==> config.mk <==
export PLATFORM = sky130hd
export DESIGN_NAME = approx_rc_adder_pipe
export DESIGN_NICKNAME = d
export VERILOG_FILES = /design/src/rtl/approx_adder_pkg.sv /design/src/rtl/approx_rc_adder_pipe_seg.sv /design/src/rtl/approx_rc_adder_pipe.sv
export SDC_FILE = /design/constraint.sdc
export NUM_CORES = 1
export LEC_CHECK = 0
export CAP_MARGIN = 40
export CORE_UTILIZATION = 30
export CTS_BUF_LIST = sky130_fd_sc_hd__clkbuf_8
export DETAILED_ROUTE_END_ITERATION = 6
export PLACE_DENSITY = 0.46
export SLEW_MARGIN = 15
export SYNTH_ARGS = -nofsm -noshare
export SYNTH_HDL_FRONTEND = slang
export SYNTH_SLANG_ARGS = --single-unit
==> constraint.sdc <==
create_clock -name clk -period 12.7 [get_ports clk]
set_input_delay 1.905 -clock clk [delete_from_list [all_inputs] [get_ports clk]]
set_output_delay 1.905 -clock clk [all_outputs]
set_load 0.05 [all_outputs]
==> src/rtl/approx_adder_pkg.sv <==
// Shared widths and mode encoding for the pipelined approximate adder.
// Imported by the segment adder and the pipeline top.
package approx_adder_pkg;

  localparam logic MODE_EXACT  = 1'b0;
  localparam logic MODE_APPROX = 1'b1;

  function automatic int res_w(input int w);
    return w + 1;
  endfunction

  function automatic int err_w(input int w);
    return w + 2;
  endfunction

  function automatic int seg_w(input int w, input int s);
    return (w + s - 1) / s;
  endfunction

endpackage

==> src/rtl/approx_rc_adder_pipe_seg.sv <==
// Combinational segment of the ripple chain; each cell picks approximate
// or full-adder behaviour from its absolute bit position and the mode.
module approx_seg_adder
  import approx_adder_pkg::*;
#(
  parameter int SEG_W       = 8,
  parameter int SEG_LSB     = 0,
  parameter int APPROX_BITS = 10
) (
  input  logic [SEG_W-1:0] a,
  input  logic [SEG_W-1:0] b,
  input  logic             cin,
  input  logic             mode,
  output logic [SEG_W-1:0] sum,
  output logic             cout
);

  logic [SEG_W:0] cy;

  always_comb begin
    cy    = '0;
    sum   = '0;
    cy[0] = cin;
    for (int i = 0; i < SEG_W; i++) begin
      if (mode == MODE_APPROX && (SEG_LSB + i) < APPROX_BITS) begin
        sum[i]   = a[i];
        cy[i+1]  = b[i];
      end else begin
        sum[i]   = a[i] ^ b[i] ^ cy[i];
        cy[i+1]  = (a[i] & b[i]) | (cy[i] & (a[i] ^ b[i]));
      end
    end
  end

  assign cout = cy[SEG_W];

endmodule

==> src/rtl/approx_rc_adder_pipe.sv <==
// Pipelined approximate ripple-carry adder with exact reference path
// and handshake-gated error statistics.
module approx_rc_adder_pipe
  import approx_adder_pkg::*;
#(
  parameter int WIDTH       = 16,
  parameter int APPROX_BITS = 10,
  parameter int STAGES      = 2,
  parameter int ACC_W       = 48
) (
  input  logic                      clk,
  input  logic                      rst_n,
  input  logic                      in_valid,
  output logic                      in_ready,
  input  logic [WIDTH-1:0]          in_a,
  input  logic [WIDTH-1:0]          in_b,
  input  logic                      in_mode,
  output logic                      out_valid,
  input  logic                      out_ready,
  output logic [res_w(WIDTH)-1:0]   out_sum,
  output logic [res_w(WIDTH)-1:0]   out_exact,
  output logic [err_w(WIDTH)-1:0]   out_err,
  input  logic                      stat_clr,
  output logic [31:0]               stat_cnt,
  output logic [ACC_W-1:0]          stat_sqerr,
  output logic [res_w(WIDTH)-1:0]   stat_maxabs
);

  localparam int RW  = res_w(WIDTH);
  localparam int EW  = err_w(WIDTH);
  localparam int SEG = seg_w(WIDTH, STAGES);
  localparam int SQW = 2 * RW;
  localparam int MW  = ((ACC_W > SQW) ? ACC_W : SQW) + 1;

  localparam logic [WIDTH-1:0] ONES     = '1;
  localparam logic [ACC_W-1:0] ACC_ONES = '1;

  // x carries {a upper, approx sum lower}, y carries {b upper, exact sum lower}
  logic [STAGES:0][WIDTH-1:0] x_q, y_q;
  logic [STAGES:1][WIDTH-1:0] x_n, y_n;
  logic [STAGES:0]            v_q;
  logic [STAGES-1:0]          m_q;
  logic [STAGES:1]            c_q, ec_q, c_n, ec_n;
  logic                       adv;

  assign in_ready = !out_valid | out_ready;
  assign adv      = in_ready;

  for (genvar s = 1; s <= STAGES; s++) begin : g_st
    localparam int LO = ((s - 1) * SEG < WIDTH) ? (s - 1) * SEG : WIDTH;
    localparam int HI = (LO + SEG < WIDTH) ? LO + SEG : WIDTH;
    localparam int SW = HI - LO;

    logic cin, ecin;

    if (s == 1) begin : g_c0
      assign cin  = 1'b0;
      assign ecin = 1'b0;
    end else begin : g_cn
      assign cin  = c_q[s-1];
      assign ecin = ec_q[s-1];
    end

    if (SW == 0) begin : g_pass
      assign x_n[s]  = x_q[s-1];
      assign y_n[s]  = y_q[s-1];
      assign c_n[s]  = cin;
      assign ec_n[s] = ecin;
    end else begin : g_seg
      localparam logic [WIDTH-1:0] MASK = (ONES >> (WIDTH - SW)) << LO;

      logic [SW-1:0] sa, sb, ss;
      logic [SW:0]   ex;

      assign sa = x_q[s-1][LO +: SW];
      assign sb = y_q[s-1][LO +: SW];

      approx_seg_adder #(
        .SEG_W       (SW),
        .SEG_LSB     (LO),
        .APPROX_BITS (APPROX_BITS)
      ) u_seg (
        .a    (sa),
        .b    (sb),
        .cin  (cin),
        .mode (m_q[s-1]),
        .sum  (ss),
        .cout (c_n[s])
      );

      assign ex      = {1'b0, sa} + {1'b0, sb} + (SW+1)'(ecin);
      assign ec_n[s] = ex[SW];
      assign x_n[s]  = (x_q[s-1] & ~MASK) | (WIDTH'(ss) << LO);
      assign y_n[s]  = (y_q[s-1] & ~MASK) | (WIDTH'(ex[SW-1:0]) << LO);
    end
  end

  always_ff @(posedge clk) begin
    if (!rst_n) begin
      x_q  <= '0;
      y_q  <= '0;
      v_q  <= '0;
      m_q  <= '0;
      c_q  <= '0;
      ec_q <= '0;
    end else if (adv) begin
      x_q[0] <= in_a;
      y_q[0] <= in_b;
      v_q[0] <= in_valid;
      m_q[0] <= in_mode;
      for (int s = 1; s <= STAGES; s++) begin
        x_q[s]  <= x_n[s];
        y_q[s]  <= y_n[s];
        c_q[s]  <= c_n[s];
        ec_q[s] <= ec_n[s];
        v_q[s]  <= v_q[s-1];
      end
      for (int s = 1; s < STAGES; s++) begin
        m_q[s] <= m_q[s-1];
      end
    end
  end

  assign out_valid = v_q[STAGES];
  assign out_sum   = {c_q[STAGES], x_q[STAGES]};
  assign out_exact = {ec_q[STAGES], y_q[STAGES]};
  assign out_err   = {1'b0, out_sum} - {1'b0, out_exact};

  logic              hs;
  logic [RW-1:0]     abs_err;
  logic [SQW-1:0]    sq;
  logic [31:0]       cnt_b;
  logic [ACC_W-1:0]  sq_b, sq_nx;
  logic [RW-1:0]     max_b;
  logic [MW-1:0]     tot;

  assign hs      = out_valid & out_ready;
  assign abs_err = out_err[EW-1] ? RW'(~out_err + 1'b1) : RW'(out_err);
  assign sq      = SQW'(abs_err) * SQW'(abs_err);

  // a clear in the same cycle as a handshake restarts from this result
  assign cnt_b = stat_clr ? '0 : stat_cnt;
  assign sq_b  = stat_clr ? '0 : stat_sqerr;
  assign max_b = stat_clr ? '0 : stat_maxabs;
  assign tot   = MW'(sq_b) + MW'(sq);
  assign sq_nx = (tot > MW'(ACC_ONES)) ? ACC_ONES : tot[ACC_W-1:0];

  always_ff @(posedge clk) begin
    if (!rst_n) begin
      stat_cnt    <= '0;
      stat_sqerr  <= '0;
      stat_maxabs <= '0;
    end else if (hs) begin
      stat_cnt    <= (&cnt_b) ? cnt_b : cnt_b + 32'd1;
      stat_sqerr  <= sq_nx;
      stat_maxabs <= (abs_err > max_b) ? abs_err : max_b;
    end else if (stat_clr) begin
      stat_cnt    <= '0;
      stat_sqerr  <= '0;
      stat_maxabs <= '0;
    end
  end

endmodule

==> flow_metrics.env, run 1 <==
export IMPL_hold_path_cell_count=2
export IMPL_syn_area_per_cell_um2=8.38
export IMPL_chipHeight_um=260
export IMPL_htreeDepth=2
export IMPL_grt_ovfl_total=0
export IMPL_cp_max_fo=19
export IMPL_cp_required_ps=13180
export IMPL_numCtsBuffers=42
export IMPL_dpl_hpwl_um=48000
export IMPL_hold_start="x_q[23]$_SDFFE_PN0P_"
export IMPL_finalCriticalPeriod_ps=10620
export IMPL_grtUsageTotal_pct=18.8
export IMPL_clock_latency_ps=610
export IMPL_cts_resized=0
export IMPL_final_max_slew_viol_count=0
export IMPL_cts_root_buf="clkbuf_8"
export IMPL_cts_tree="yes"
export IMPL_num_rows=94
export IMPL_grt_max_degree=83
export IMPL_vias_per_cell=4.75
export IMPL_yosys_area_top_type="fa_1"
export IMPL_cts_sinks=202
export IMPL_yosys_warnings=0
export IMPL_first_global_vias=17100
export IMPL_io_pins=189
export IMPL_gp_congestion=0.854
export IMPL_start_kind="flop"
export IMPL_drt_iter0_markers=714
export IMPL_layout_drive_gt1_share_pct=6.05
export IMPL_tightest_slew_ps=782
export IMPL_async_flop_share_pct=0
export IMPL_slowest_delay_ps=590
export IMPL_synth_cell_types=79
export IMPL_max_freq_ghz=0.0942
export IMPL_status="complete, no violations"
export IMPL_arrival_ps=11100
export IMPL_syn_num_nets=2817
export IMPL_fin_setup_tns_ps=0
export IMPL_routedWlPerCell_um=18.0
export IMPL_core_um2=65700
export IMPL_slew_headroom_pct=47.7
export IMPL_min_period_over_period_pct=83.6
export IMPL_worstSetupPathType="flop to flop"
export IMPL_dr_pass1_iters=5
export IMPL_slowest_stage="clkinv_1"
export IMPL_finalNetCount=2980
export IMPL_dieArea_um2=67400
export IMPL_drc_errors=0
export IMPL_portBuffers=188
export IMPL_grt_pass1_wl_um=97800
export IMPL_antenna_found_initial=0
export IMPL_ys_ff_latch=202
export IMPL_synth_top_area_share_pct=24.3
export IMPL_synthCells=2374
export IMPL_synth_edff_count=0
export IMPL_r2r_start="out_exact[1]$_SDFFE_PN0P_"
export IMPL_vias=16300
export IMPL_synth_area_top_cells="fa_1, dfxtp_1, ha_1"
export IMPL_hold_buffers=0
export IMPL_die_x_um=260
export IMPL_synth_cell_area_um2=19900
export IMPL_synth_seq_area_share_pct=20.3
export IMPL_crit_path_end_kind="flop"
export IMPL_initial_core_util_pct=30.3
export IMPL_setup_violations=0
export IMPL_startpoint="out_exact[1]$_SDFFE_PN0P_"
export IMPL_worst_r2r_cell_count=35
export IMPL_clk_path_buf_depth=3
export IMPL_hold_viol_final=0
export IMPL_drt_wl_total_um=61800
export IMPL_cts_setup_buffers=0
export IMPL_ant_nets=0
export IMPL_synth_top_flop_cell="dfxtp_1"
export IMPL_yosysMostFrequentCell="inv_1"
export IMPL_rsz0062_at_grt="false"
export IMPL_drv_cap=0
export IMPL_syn_to_final_growth_pct=18.6
export IMPL_clkTransAtPathRegs_ps=60
export IMPL_synth_commonest_cells="inv_1, nand2_1, fa_1"
export IMPL_skew_ps=33.3
export IMPL_hold_path_class="flop to flop"
[final cells by class]
type                       count  area [um^2]
antenna                        1         2.50
clock buffer                  50          688
clock inverter                19          181
fill                        6870        42100
inverter                     431         1620
multi-input combinational   1640        13800
sequential                   202         4040
tap                          864         1080
timing repair buffer         220         2140
[placed cells by master (no fill, tap or decap), types with 16 or more instances in the layout]
cell type          n
xnor2_1           55
a31oi_1           33
nand3_1           31
a21oi_1          159
nor2b_1           37
nand2_1          352
nor2_1           156
mux2_2            16
mux2i_1           18
a21o_1            52
ha_1             163
fa_1             242
inv_1            426
dfxtp_1          202
o21ai_0           59
clkbuf_8          50
clkdlybuf4s50_1  186
buf_4             29
nand4_1           16
a211oi_1          19
xor2_1            39
[layer usage]
metal / track usage [%] / share of wire, %
met3: 3.27 / 4.9
met1: 23.6 / 44
met5: 0 / 0
met4: 5.60 / 2.7
met2: 32.5 / 49
[critical path: cells and delay by family, from the launching register on]
family,cells,cell delay [ps]
adders and majority gates,8,3770
buffers and inverters,9,1670
and+or+nand+nor,6,1420
xor gates and xnor gates,1,150
DFF,1,390
AOI/OAI and AO/OA,11,3060
[per-stage QoR]
step | worst slack [ps] | instances | hold WS [ps] | util [%] | area, um^2
detailed placement | 2040 | 3357 | 447 | 34.6 | 22700
global route | 1350 | 3426 | 468 | 35.9 | 23600
finish | 2080 | 3427 | 448 | 35.9 | 23600
CTS | 2020 | 3426 | 451 | 35.9 | 23600
floorplan | 2630 | 2374 | 432 | - | 19900
global placement | 2290 | 3354 | 441 | 34.5 | 22700
[final timing paths]
| check | to | slack (ps) |
|---|---|---|
| worst min register to register | out_sum[7]$_SDFFE_PN0P_ | 450 |
| worst min-delay path | out_sum[7]$_SDFFE_PN0P_ | 450 |
| worst max-delay path | stat_sqerr[43]$_SDFF_PN0_ | 2080 |
| worst max register to register | stat_sqerr[43]$_SDFF_PN0_ | 2080 |
[logic make-up after synthesis]
| family | count (synthesis) | synth area share (%) |
|---|---|---|
| and+or+nand+nor | 690 | 15.4 |
| xor gates and xnor gates | 102 | 4.79 |
| muxes | 34 | 1.81 |
| DFF | 202 | 20.3 |
| adders and majority gates | 405 | 34.6 |
| buffers and inverters | 532 | 10.2 |
| AOI/OAI and AO/OA | 409 | 13.0 |
[sequential cells by signal, summed over array words and instances, names as in the netlist]
name and flops:
g_st.g_seg.sb 16, c_q 2, ec_q 2, out_sum 16, stat_maxabs 17, g_st.g_seg.sa 16
stat_cnt 32, m_q 2, v_q 3, out_exact 16, x_q 16, y_q 16
stat_sqerr 48
Power of run 1 is left out: the tool's default activity adds up to more than one toggle a clock period on the data nets, which glitch-free logic cannot reach.
==> run 2, diff against run 1 <==
Clock period 12.7 ns to 11.1 ns, I/O delays scaled along.
==> run 2 against run 1 <==
Hold slack worse by 17 ps. Critical path depth grew 1. Clock skew rose by 16 ps. Clock-buffer cell count rose by 2. Flip-flop and latch count is the same. Fmax rose by 3.3%. Setup slack got worse by 1300 ps. Critical path type unchanged.
==> flow_metrics.env, run 2 (synthesis gave the netlist of run 1 again) <==
export IMPL_numCtsBuffers=41
export IMPL_top_usage_layer="met2"
export IMPL_min_period_over_period_pct=92.6
export IMPL_final_cell_mix="inv_1, nand2_1, fa_1, dfxtp_1, clkdlybuf4s50_1"
export IMPL_ant_nets=0
export IMPL_vias_per_cell=4.75
export IMPL_slowest_stage="or4b_1"
export IMPL_tightest_slew_ps=841
export IMPL_layout_drive_gt1_share_pct=6.18
export IMPL_drc_errors=0
export IMPL_io_pins=189
export IMPL_first_global_vias=17200
export IMPL_htreeDepth=2
export IMPL_layout_commonest_cell="inv_1"
export IMPL_rrSetupSlack_ps=820
export IMPL_clk_path_buf_depth=3
export IMPL_largest_reg_flops=48
export IMPL_setup_violations=0
export IMPL_met2_usage_pct=31.7
export IMPL_grt_pass1_wl_um=97500
export IMPL_drt_iter0_markers=795
export IMPL_cts_resized=0
export IMPL_drv_cap=0
export IMPL_top_regs="stat_sqerr x48, stat_cnt x32, stat_maxabs x17"
export IMPL_worstSetupPathType="flop to flop"
export IMPL_antenna_found_initial=1
export IMPL_grt_ovfl_total=0
export IMPL_num_rows=94
export IMPL_grtUsageTotal_pct=18.8
export IMPL_diodes=0
export IMPL_core_um2=65700
export IMPL_dr_pass1_iters=5
export IMPL_hold_viol_final=0
export IMPL_met1_usage_pct=23.2
export IMPL_max_freq_ghz=0.0973
export IMPL_post_dp_cell_area_um2=22800
export IMPL_drt_wl_total_um=61800
export IMPL_fillers=6869
export IMPL_cp_max_fo=12
export IMPL_clkTransAtPathRegs_ps=60
export IMPL_slew_headroom_pct=43.9
export IMPL_cts_sinks=202
export IMPL_gp_congestion=0.853
export IMPL_chipHeight_um=260
export IMPL_die_x_um=260
export IMPL_design_area_um2=23600
export IMPL_crit_path_end_kind="flop"
export IMPL_rsz0062_at_grt="false"
export IMPL_whs_ps=431
export IMPL_fin_setup_tns_ps=0
export IMPL_cts_tree="yes"
export IMPL_final_max_slew_viol_count=0
export IMPL_dpl_hpwl_um=48000
export IMPL_hold_path_class="flop to flop"
export IMPL_use_met3_pct=4.38
export IMPL_routedWlPerCell_um=18.0
export IMPL_vias=16300
export IMPL_arrival_ps=10770
export IMPL_start_kind="flop"
export IMPL_status="complete, no violations"
export IMPL_syn_to_final_growth_pct=18.7
export IMPL_finalNetCount=2985
export IMPL_portBuffers=188
export IMPL_grt_max_degree=85
export IMPL_stdcell_count=3437
export IMPL_cts_root_buf="clkbuf_8"
export IMPL_hold_buffers=0
export IMPL_dp_cells=3363
export IMPL_initial_core_util_pct=30.3
export IMPL_cp_required_ps=11590
export IMPL_finalCriticalPeriod_ps=10280
export IMPL_clock_latency_ps=620
export IMPL_top_register="stat_sqerr"
export IMPL_dieArea_um2=67400
export IMPL_slowest_delay_ps=580
export IMPL_cts_setup_buffers=0
export IMPL_skew_ps=49.1
## run 2: cell types whose count changed in the layout (fill, tap and decap cells not counted)
cell / before / now
clkinvlp_4: 1 / 0
buf_4: 29 / 33
inv_1: 426 / 433
clkinv_2: 7 / 6
diode_2: 1 / 0
buf_8: 1 / 3
bufinv_16: 3 / 0
inv_6: 0 / 1
clkbuf_8: 50 / 52
## run 2: path summary, 6_finish.rpt
kind,startpoint,endpoint,cells after the start
setup / recovery,out_sum[0]$_SDFFE_PN0P_,stat_sqerr[47]$_SDFF_PN0_,36
hold / removal,y_q[15]$_SDFFE_PN0P_,g_st[2].g_seg.sb[7]$_SDFFE_PN0P_,2
setup reg to reg,out_sum[0]$_SDFFE_PN0P_,stat_sqerr[47]$_SDFF_PN0_,36
hold reg to reg,y_q[15]$_SDFFE_PN0P_,g_st[2].g_seg.sb[7]$_SDFFE_PN0P_,2
## run 2: worst max-delay path: cells and delay by family, from the launching register on
family	cells	cell delay, ps
XOR/XNOR	1	80
adder cells (fa/ha/maj)	9	4260
buffers and inverters	8	1080
AND/OR/NAND/NOR	5	1440
AO/OA/AOI/OAI	13	2920
flip-flops	1	360
## run 2: final cells by class
| cell class | instances | area (um^2) | share of cell area (%) |
|---|---|---|---|
| multi-input combinational | 1640 | 13800 | 58.6 |
| sequential | 202 | 4040 | 17.1 |
| timing repair buffer | 226 | 2200 | 9.33 |
| inverter | 431 | 1620 | 6.87 |
| tap | 864 | 1080 | 4.58 |
| clock buffer | 52 | 716 | 3.03 |
| clock inverter | 22 | 114 | 0.482 |
## run 2: metal layers
layer,vias up,part of all wire (%)
li1,7926,-
met1,7916,43
met2,376,48
met3,104,6.2
met4,0,3.4
met5,-,0
## run 2: through the flow
stage          setup slack, ps  util [%]
2_1_floorplan             1030         -
3_3_place_gp               837      34.5
3_5_place_dp               928      34.7
4_1_cts                    861      35.9
5_1_grt                    350      35.9
6_report                   820      35.9
Power of run 2 is left out for the same reason.
==> run 3, diff against run 2 <==
--- a/config.mk
+++ b/config.mk
@@ -12,2 +12,3 @@
 export PLACE_DENSITY = 0.46
+export SETUP_SLACK_MARGIN = 0.3
 export SLEW_MARGIN = 15
--- a/constraint.sdc
+++ b/constraint.sdc
@@ -3,2 +3,2 @@
 set_output_delay 1.665 -clock clk [all_outputs]
-set_load 0.05 [all_outputs]
+set_load 0.01 [all_outputs]
==> run 3 against run 2 <==
Clock skew shrank 5.2 ps. Critical path depth unchanged. Setup slack better by 79 ps. Global-route usage about the same. Non-clock buffer count unchanged. Cell count about the same. Utilization barely moved. Flip-flop and latch count unchanged.
==> flow_metrics.env, run 3 (synthesis gave the netlist of run 1 again) <==
export IMPL_status="complete, no violations"
export IMPL_final_max_slew_viol_count=0
export IMPL_start_kind="flop"
export IMPL_cts_resized=0
export IMPL_htreeDepth=2
export IMPL_drv_cap=0
export IMPL_gp_congestion=0.853
export IMPL_slowest_stage="or4b_1"
export IMPL_fin_setup_tns_ps=0
export IMPL_max_freq_ghz=0.0980
export IMPL_hold_path_class="flop to flop"
export IMPL_drt_iter0_markers=804
export IMPL_hold_path_cell_count=2
export IMPL_vias=16300
export IMPL_cts_sinks=202
export IMPL_routedWlPerCell_um=18.0
export IMPL_initial_core_util_pct=30.3
export IMPL_whs_endpoint="g_st[2].g_seg.sb[7]$_SDFFE_PN0P_"
export IMPL_min_period_over_period_pct=91.9
export IMPL_layout_drive_gt1_share_pct=6.37
export IMPL_chipHeight_um=260
export IMPL_portBuffers=188
export IMPL_layout_commonest_cell="inv_1"
export IMPL_cp_max_fo=12
export IMPL_grt_ovfl_total=0
export IMPL_grtUsageTotal_pct=18.7
export IMPL_hold_viol_final=0
export IMPL_cts_root_buf="clkbuf_8"
export IMPL_die_x_um=260
export IMPL_worst_r2r_cell_count=36
export IMPL_arrival_ps=10690
export IMPL_worstSetupPathType="flop to flop"
export IMPL_numCtsBuffers=42
export IMPL_r2r_end="stat_sqerr[47]$_SDFF_PN0_"
export IMPL_num_rows=94
export IMPL_final_cell_mix="inv_1, nand2_1, fa_1, dfxtp_1, clkdlybuf4s50_1"
export IMPL_finalCriticalPeriod_ps=10200
export IMPL_clkTransAtPathRegs_ps=70
export IMPL_ant_nets=0
export IMPL_diodes=0
export IMPL_slew_headroom_pct=44.9
export IMPL_setup_violations=0
export IMPL_antenna_found_initial=0
export IMPL_clk_path_buf_depth=3
export IMPL_dieArea_um2=67400
export IMPL_rsz0062_at_grt="false"
export IMPL_top_register="stat_sqerr"
export IMPL_crit_path_end_kind="flop"
export IMPL_clock_latency_ps=640
export IMPL_grt_max_degree=85
export IMPL_core_um2=65700
export IMPL_drc_errors=0
export IMPL_rrSetupSlack_ps=900
export IMPL_grt_pass1_wl_um=97200
export IMPL_hold_start="y_q[15]$_SDFFE_PN0P_"
export IMPL_first_global_vias=17300
export IMPL_cts_tree="yes"
export IMPL_largest_reg_flops=48
export IMPL_finalNetCount=2986
export IMPL_tightest_slew_ps=827
export IMPL_final_util_pct=36.0
export IMPL_vias_per_cell=4.73
export IMPL_drt_wl_total_um=61800
export IMPL_cp_required_ps=11590
export IMPL_dpl_hpwl_um=48000
export IMPL_skew_ps=44.0
export IMPL_top_regs="stat_sqerr x48, stat_cnt x32, stat_maxabs x17"
export IMPL_io_pins=189
export IMPL_cts_setup_buffers=0
export IMPL_syn_to_final_growth_pct=18.9
export IMPL_hold_buffers=0
export IMPL_slowest_delay_ps=570
export IMPL_dr_pass1_iters=5
export IMPL_r2r_start="out_sum[0]$_SDFFE_PN0P_"
run 3: area by class of cell:
| cell class | count | area, um^2 |
|---|---|---|
| clock buffer | 53 | 729 |
| sequential | 202 | 4040 |
| inverter | 431 | 1620 |
| tap | 864 | 1080 |
| clock inverter | 22 | 131 |
| timing repair buffer | 226 | 2200 |
| multi-input combinational | 1640 | 13800 |
| fill | 6841 | 42100 |
run 3: worst max path at each step:
stage                       startpoint                        end  slack (ps)  cells after the start
4_1_cts        out_sum[0]$_SDFFE_PN0P_  stat_sqerr[47]$_SDFF_PN0_         850                     36
5_1_grt        out_sum[0]$_SDFFE_PN0P_  stat_sqerr[47]$_SDFF_PN0_         370                     36
3_5_place_dp   out_sum[0]$_SDFFE_PN0P_  stat_sqerr[47]$_SDFF_PN0_         920                     36
3_3_place_gp   out_sum[0]$_SDFFE_PN0P_  stat_sqerr[47]$_SDFF_PN0_         840                     33
6_report       out_sum[0]$_SDFFE_PN0P_  stat_sqerr[47]$_SDFF_PN0_         900                     36
2_1_floorplan  out_sum[0]$_SDFFE_PN0P_  stat_sqerr[47]$_SDFF_PN0_        2000                     37
run 3: metrics by stage:
stage / hold slack (ps) / setup WS (ps) / cells / cell area [um^2]
2_1_floorplan: 432 / 2000 / 2374 / 19900
3_3_place_gp: 441 / 837 / 3358 / 22700
3_5_place_dp: 445 / 920 / 3362 / 22800
4_1_cts: 450 / 854 / 3437 / 23600
5_1_grt: 472 / 374 / 3438 / 23600
6_report: 448 / 899 / 3438 / 23600
run 3: metal layers:
metal | GRT usage, % | vias up | wire (um)
li1 | - | 7929 | -
met1 | 23.0 | 7883 | 26400
met2 | 31.6 | 338 | 29400
met3 | 4.16 | 105 | 3600
met4 | 7.79 | 0 | 2490
met5 | 0 | - | 0
run 3: worst max-delay path, delay by kind of cell (launching register included):
kind | cells | cell delay, ps
AOI/OAI and AO/OA | 13 | 2900
and+or+nand+nor | 5 | 1410
DFF | 1 | 360
xor gates and xnor gates | 1 | 80
buffers and inverters | 8 | 1050
adders and majority gates | 9 | 4250
Power of run 3 is left out for the same reason.
